$ cat src/rtl/program_counter_if.sv
// rtl/program_counter_if.sv - fetch-control bundle between decode and the program counter
interface program_counter_if #(
  parameter int I_ADDR_W = 12,
  parameter int DATA_W   = 8
);
  logic [I_ADDR_W-1:0] imar;
  logic [I_ADDR_W-1:0] address_immediate;
  logic                jump_branch_select;
  logic                immediate_select;
  logic                unconditional_branch;
  logic [DATA_W-1:0]   status_register;
  logic [2:0]          branch_condition;
  logic [I_ADDR_W-1:0] pc;

  modport master (
    output imar,
    output address_immediate,
    output jump_branch_select,
    output immediate_select,
    output unconditional_branch,
    output status_register,
    output branch_condition,
    input  pc
  );

  modport slave (
    input  imar,
    input  address_immediate,
    input  jump_branch_select,
    input  immediate_select,
    input  unconditional_branch,
    input  status_register,
    input  branch_condition,
    output pc
  );
endinterface

$ cat src/rtl/program_counter.sv
// rtl/program_counter.sv - instruction-fetch PC: increment or jump/branch to imar/immediate target
module program_counter #(
  parameter int I_ADDR_W = 12,
  parameter int DATA_W   = 8
) (
  input  logic                  clk,
  input  logic                  rst,
  program_counter_if.slave      bus
);

  localparam int ZERO_FLAG     = 0;
  localparam int POSITIVE_FLAG = 1;
  localparam int CARRY_FLAG    = 2;
  localparam int OVERFLOW_FLAG = 3;

  typedef enum logic [2:0] {
    COND_ZERO             = 3'd0,
    COND_NOT_ZERO         = 3'd1,
    COND_POSITIVE         = 3'd2,
    COND_NEGATIVE         = 3'd3,
    COND_CARRY_SET        = 3'd4,
    COND_CARRY_CLEARED    = 3'd5,
    COND_OVERFLOW_SET     = 3'd6,
    COND_OVERFLOW_CLEARED = 3'd7
  } branch_condition_e;

  logic [I_ADDR_W-1:0] pc_q;
  logic [I_ADDR_W-1:0] pc_d;
  logic [I_ADDR_W-1:0] target;
  logic                cond_met;
  logic                take;
  branch_condition_e   cond;

  logic flag_z;
  logic flag_p;
  logic flag_c;
  logic flag_v;

  assign flag_z = bus.status_register[ZERO_FLAG];
  assign flag_p = bus.status_register[POSITIVE_FLAG];
  assign flag_c = bus.status_register[CARRY_FLAG];
  assign flag_v = bus.status_register[OVERFLOW_FLAG];

  // Upper status bits carry no branch meaning.
  logic unused_status;
  assign unused_status = ^bus.status_register[DATA_W-1:4];

  assign cond = branch_condition_e'(bus.branch_condition);

  always_comb begin
    cond_met = 1'b0;
    case (cond)
      COND_ZERO:             cond_met = flag_z;
      COND_NOT_ZERO:         cond_met = ~flag_z;
      COND_POSITIVE:         cond_met = flag_p;
      COND_NEGATIVE:         cond_met = ~flag_p;
      COND_CARRY_SET:        cond_met = flag_c;
      COND_CARRY_CLEARED:    cond_met = ~flag_c;
      COND_OVERFLOW_SET:     cond_met = flag_v;
      COND_OVERFLOW_CLEARED: cond_met = ~flag_v;
      default:               cond_met = 1'b0;
    endcase
  end

  assign target = bus.immediate_select ? bus.address_immediate : bus.imar;
  assign take   = bus.jump_branch_select & (bus.unconditional_branch | cond_met);

  // Increment wraps naturally at 2^I_ADDR_W.
  assign pc_d = take ? target : pc_q + I_ADDR_W'(1);

  always_ff @(posedge clk or posedge rst) begin
    if (rst) begin
      pc_q <= '0;
    end else begin
      pc_q <= pc_d;
    end
  end

  assign bus.pc = pc_q;

endmodule

$ cat src/flat_wrapper.sv
// flat-port wrapper written by rule: the top's interface ports become plain ports
module program_counter_flat 
#(
  parameter int I_ADDR_W = 12,
  parameter int DATA_W   = 8
)
  (clk, rst, bus_imar, bus_address_immediate, bus_jump_branch_select, bus_immediate_select, bus_unconditional_branch, bus_status_register, bus_branch_condition, bus_pc);
  program_counter_if #(.I_ADDR_W(I_ADDR_W), .DATA_W(DATA_W)) bus_i ();
  input  logic clk;
  input  logic rst;
  input wire logic [$bits(bus_i.imar)-1:0] bus_imar;
  input wire logic [$bits(bus_i.address_immediate)-1:0] bus_address_immediate;
  input wire logic [$bits(bus_i.jump_branch_select)-1:0] bus_jump_branch_select;
  input wire logic [$bits(bus_i.immediate_select)-1:0] bus_immediate_select;
  input wire logic [$bits(bus_i.unconditional_branch)-1:0] bus_unconditional_branch;
  input wire logic [$bits(bus_i.status_register)-1:0] bus_status_register;
  input wire logic [$bits(bus_i.branch_condition)-1:0] bus_branch_condition;
  output wire logic [$bits(bus_i.pc)-1:0] bus_pc;
  assign bus_i.imar = bus_imar;
  assign bus_i.address_immediate = bus_address_immediate;
  assign bus_i.jump_branch_select = bus_jump_branch_select;
  assign bus_i.immediate_select = bus_immediate_select;
  assign bus_i.unconditional_branch = bus_unconditional_branch;
  assign bus_i.status_register = bus_status_register;
  assign bus_i.branch_condition = bus_branch_condition;
  assign bus_pc = bus_i.pc;
  program_counter #(.I_ADDR_W(I_ADDR_W), .DATA_W(DATA_W)) u_core (.clk(clk), .rst(rst), .bus(bus_i));
endmodule
$ cat config.mk
export PLATFORM = sky130hd
export DESIGN_NAME = program_counter_flat
export DESIGN_NICKNAME = d
export VERILOG_FILES = /design/src/rtl/program_counter_if.sv /design/src/rtl/program_counter.sv /design/src/flat_wrapper.sv
export SDC_FILE = /design/constraint.sdc
export NUM_CORES = 1
export LEC_CHECK = 0
export BUFFER_PORTS_ARGS = -buffer_cell sky130_fd_sc_hd__buf_2
export CAP_MARGIN = 20
export CORE_MARGIN = 2
export CORE_UTILIZATION = 40
export CTS_CLUSTER_SIZE = 8
export DETAILED_ROUTE_END_ITERATION = 16
export PLACE_DENSITY = 0.77
export SLEW_MARGIN = 10
export SYNTH_ARGS = -nofsm -noshare
export SYNTH_HDL_FRONTEND = slang
export SYNTH_SLANG_ARGS = --single-unit
$ cat constraint.sdc
create_clock -name clk -period 1.43 [get_ports clk]
set_input_delay 0.286 -clock clk [delete_from_list [all_inputs] [get_ports clk]]
set_output_delay 0.286 -clock clk [all_outputs]
set_load 0.02 [all_outputs]
Word-level counts from Yosys, hierarchy flattened
Cells that the tools add are included.
Widths: inputs -> output; s select.
- muxes and demuxes: 3
- $add $sub $neg: 1
- bitwise operators: 6
- eq/ne operators: 7
- reduce and logical (&&, ||, !) cells: 1
- operators with widths (cell ; count):
    $mux 12 ; 2
    $add 12x1->12 const B ; 1
    $eq 3x3->1 const B ; 4
    $pmux 1 s8 ; 1
    $eq 3x2->1 const B ; 2
    $not 1->1 ; 4
    $eq 3x1->1 const B ; 1
    $logic_not 3->1 ; 1
    $and 1x1->1 ; 1
    $or 1x1->1 ; 1
- bits of input ports: 40
- logic and storage cells: 19
- output and inout port bits: 12
- register bits: 12

Longest topological paths before layout
- depth in word-level cells: 5
- depth in mapped cells: 5
- gate-level depth less buffers: 5

Worst setup path after synthesis
OpenSTA, ideal clock, no wires.
- path kind: input-to-reg
- from: in bus_branch_condition[1]
- to: reg u_core.pc_q[1] (netlist: u_core.bus.pc[1])
- data required time: 1.305 ns
- slack: -0.139 ns
- stages: 4
- data arrival time: 1.444 ns
- library setup time: 0.125 ns
- path buffers: 0
- cells stage by stage: mux4_2 -> xor2_1 -> o21ai_2 -> mux2_2
- longest elaborated chain between the ends: 5
- elaborated cells on any way between the ends: 12
- those cells by class: eq/ne: 7; mux: 2; bitwise: 2; reduce/logical: 1
- ends and longest elaborated chain (what ; line ; text):
    start, declared ; flat_wrapper.sv:17 ; input wire logic [$bits(bus_i.branch_condition)-1:0] bus_branch_condition;
    $eq 3x3->1, or another cell as far along ; program_counter.sv:52 ; case (cond)
    $pmux 1 s8 (*) ; program_counter.sv:52 ;
    $or 1x1->1 (*) ; program_counter.sv:66 ; assign take = bus.jump_branch_select & (bus.unconditional_branch | cond_met);
    $and 1x1->1 (*) ; program_counter.sv:66 ;
    $mux 12 (*) ; program_counter.sv:69 ; assign pc_d = take ? target : pc_q + I_ADDR_W'(1);
    via u_core.pc_d[1] ; program_counter.sv:28 ; logic [I_ADDR_W-1:0] pc_d;
    end signal, assigned ; program_counter.sv:75 ; pc_q <= pc_d;
    end, declared ; program_counter.sv:27 ; logic [I_ADDR_W-1:0] pc_q;
Mark *: on every way through the listed nets, which the timed path passes. The rest lies on a longest branch.

Final worst setup path
- from: in bus_status_register[3]
- to: reg u_core.pc_q[1] (netlist: u_core.bus.pc[1])
- longest elaborated chain between the ends: 5
- ends and longest elaborated chain (what ; line ; text):
    start, declared ; flat_wrapper.sv:16 ; input wire logic [$bits(bus_i.status_register)-1:0] bus_status_register;
    $not 1->1 ; program_counter.sv:60 ; COND_OVERFLOW_CLEARED: cond_met = ~flag_v;
    $pmux 1 s8 (*) ; program_counter.sv:52 ;
    $or 1x1->1 (*) ; program_counter.sv:66 ;
    $and 1x1->1 (*) ; program_counter.sv:66 ;
    $mux 12 (*) ; program_counter.sv:69 ;
    via u_core.pc_d[1] ; program_counter.sv:28 ;
Marked as above.

==> metrics <==
status finished, final reports clean; post-synthesis mux area share 34.0%; Min-Delay Path Class in2async; nets@finish 168; Area growth, synth to finish 48.2%; initial drt markers 7; RD Place Congestion 0.717; CP Launch Type primary input; Mapped Area 779 um^2; post-route antenna net violation count 0; Ys Warns 0; adder-cell share of the synthesized area 1.61%; Worst-Skew Late Latency 0.28 ns; final setup fails 0; EDFF count, synth 0; Slew headroom 68.5%; Synthesized Nets 111; top cell type's share of synthesized area 38.5%; vias in the first global route 679; CP max stage cell mux4_2; Synth Area in Simple Gates 8.51%; gr usage total 18.8%; Routed WL per cell 12.8 um; clk slew on worst S/H paths 0.08 ns; CP max stage delay 0.47 ns; count of final max-slew check failures 0; part of the power in registers 36.4%; ys async rst share 100%; Synth Area per Inst 11.1 um^2; switch share 40.6%; CTS tree done; Fill cells 159; detailed placement HPWL 1560 um; sequential fraction of the synthesis area 38.5%; RSZ-0062 raised after global routing yes; Largest register FFs 12; Worst Path Arrival 1.56 ns; Post-CTS Setup Inserts 0; pre-CTS WS -0.267 ns; LEAKAGE 0.000607 uW; endpoint type of the worst setup path flip-flop; period utilization 97.3%; Post-Route Skew 0.00428 ns; hold-fix buffer count after cts 0; Clk network pwr share 17.1%; CP Class in2reg; WP data required 1.60 ns; largest net degree at the start of global routing 13; critical path fanouts, max 3; final worst slack 0.0391 ns; Avg Vias per Cell 4.90; Finished Cell Area 0.00115 mm^2; Internal 959 uW; area leader, netlist dfrtp_1; clk buf depth 2; ys flop type dfrtp_1; Final Hold Fails 0; first-pass GRT wire length 2880 um; top-count cell post-synth mux2i_1; dpl cell area 0.00108 mm^2; fmax 0.719 GHz; Initial Utilization 43.7%; largest family of logic cells by synthesized area multiplexers; total of max-cap violations 0; clock root cell clkbuf_4; # IOs 52; XOR/XNOR Fraction of Synth Area 12.4%; Via Count 740; Logic pwr share 46.5%; layout cell share with drive strength beyond 1 52.4%; Seq cells post-synth 12; Sw Pwr 657 uW; antenna violations before repair 0; Max VDD drop 0.816 mV; number of antenna repair diodes 0; CTS sink cnt 12; Gate Count Post-Synth 70; die height 48.1 um; power density over cell area 1400 mW/mm^2; Port Buffers 47; worst path cell trace buf_2, mux4_2, xor2_1, o21ai_2, mux2_2; # rows 15; drt drc 0; min Tclk post-route 1.39 ns; hold_ws 0.00382 ns; Die W 48.1 um; Synth cell types 17; Compound-Gate Fraction of Synth Area 1.12%; CTS buffer count 3; final core utilization 64.8%; drt total wl 1940 um; CTS H-Tree Depth 1; worst slew pin tran 0.472 ns; Die Area 0.00232 mm^2; GR Overflow Total 0; Commonest cells post-synth 22 x mux2i_1, 12 x dfrtp_1, 9 x xnor2_1; core region area 0.00178 mm^2; top cells by area, synth dfrtp_1 39%, mux2i_1 28%, xnor2_1 10%, mux2_2 2.9%, mux4_2 2.9%; Pre-Repair DR Iteration Count 4
==> timing repair <==
item,in CTS,in global routing
endpoints found under the hold margin,0,0
gates resized for setup,0,7
endpoints found under the setup margin,0,9
==> cells by family after synthesis <==
kind of cell    after synthesis
simple gates                 14
buf+inv                       6
fa+ha+maj                     1
mux                          25
xor+xnor                     11
flops                        12
compound gates                1
==> critical path, delay by kind of cell <==
kind                   cells  cell delay [ns]
multiplexers               2             0.82
AO/OA/AOI/OAI              1             0.19
XOR/XNOR                   1             0.16
buffers and inverters      1             0.10
==> cell type report <==
cell class,instances,area [um^2],area share (%)
Tap cell,25,31.3,2.71
Multi-Input combinational cell,52,470,40.7
Inverter,4,15.0,1.30
Sequential cell,12,300,26.0
Clock buffer,4,36.3,3.14
Timing Repair Buffer,54,302,26.1
==> layout by cell type, fill, tap and decap left out <==
cell,n
buf_2,46
buf_4,5
buf_6,3
clkbuf_4,3
clkbuf_8,1
dfrtp_1,12
ha_1,1
inv_1,4
mux2_2,2
mux2i_1,22
mux4_2,1
nand2_1,2
nand3_1,3
nand3_2,1
nand4_1,1
nor2_1,3
nor3_1,1
nor3_2,2
nor4_2,1
o21ai_2,1
xnor2_1,9
xor2_1,2
==> power groups by stage <==
stage / sequential (uW) / clock (uW) / combinational [uW]
2_1_floorplan: 724 / 0 / 317
3_3_place_gp: 577 / 0 / 718
3_5_place_dp: 587 / 0 / 737
4_1_cts: 580 / 285 / 741
5_1_grt: 609 / 291 / 827
6_report: 588 / 277 / 752
==> stage by stage <==
step / setup TNS [ns] / instances / total power, uW
final: 0 / 151 / 1620
after global routing: -0.0298 / 151 / 1730
after CTS: 0 / 151 / 1610
after detailed placement: -3.01 / 147 / 1320
after global placement: -2.45 / 147 / 1290
after floorplan: -1.17 / 70 / 1040
==> path summary, 6_finish.rpt <==
check | startpoint | end | slack, ns | cells past startpoint
worst max-delay path | bus_status_register[3] | u_core.bus.pc[1]$_DFF_PP0_ | 0.04 | 5
worst min-delay path | rst | u_core.bus.pc[4]$_DFF_PP0_ | 0.004 | 2
worst max register to register | u_core.bus.pc[0]$_DFF_PP0_ | u_core.bus.pc[10]$_DFF_PP0_ | 0.11 | 5
worst min register to register | u_core.bus.pc[11]$_DFF_PP0_ | u_core.bus.pc[11]$_DFF_PP0_ | 0.60 | 2
max in group asynchronous | rst | u_core.bus.pc[2]$_DFF_PP0_ | 1.10 | 2
min in group clk | bus_imar[10] | u_core.bus.pc[10]$_DFF_PP0_ | 0.29 | 3
==> per-layer routing <==
layer	vias to the layer above	routed length, um	global-route usage, %
li1	357	-	-
met1	342	685	20.7
met2	37	1070	33.9
met3	4	130	2.22
met4	0	51	11.4
met5	-	0	0
Power figures use the tool's default switching activity.
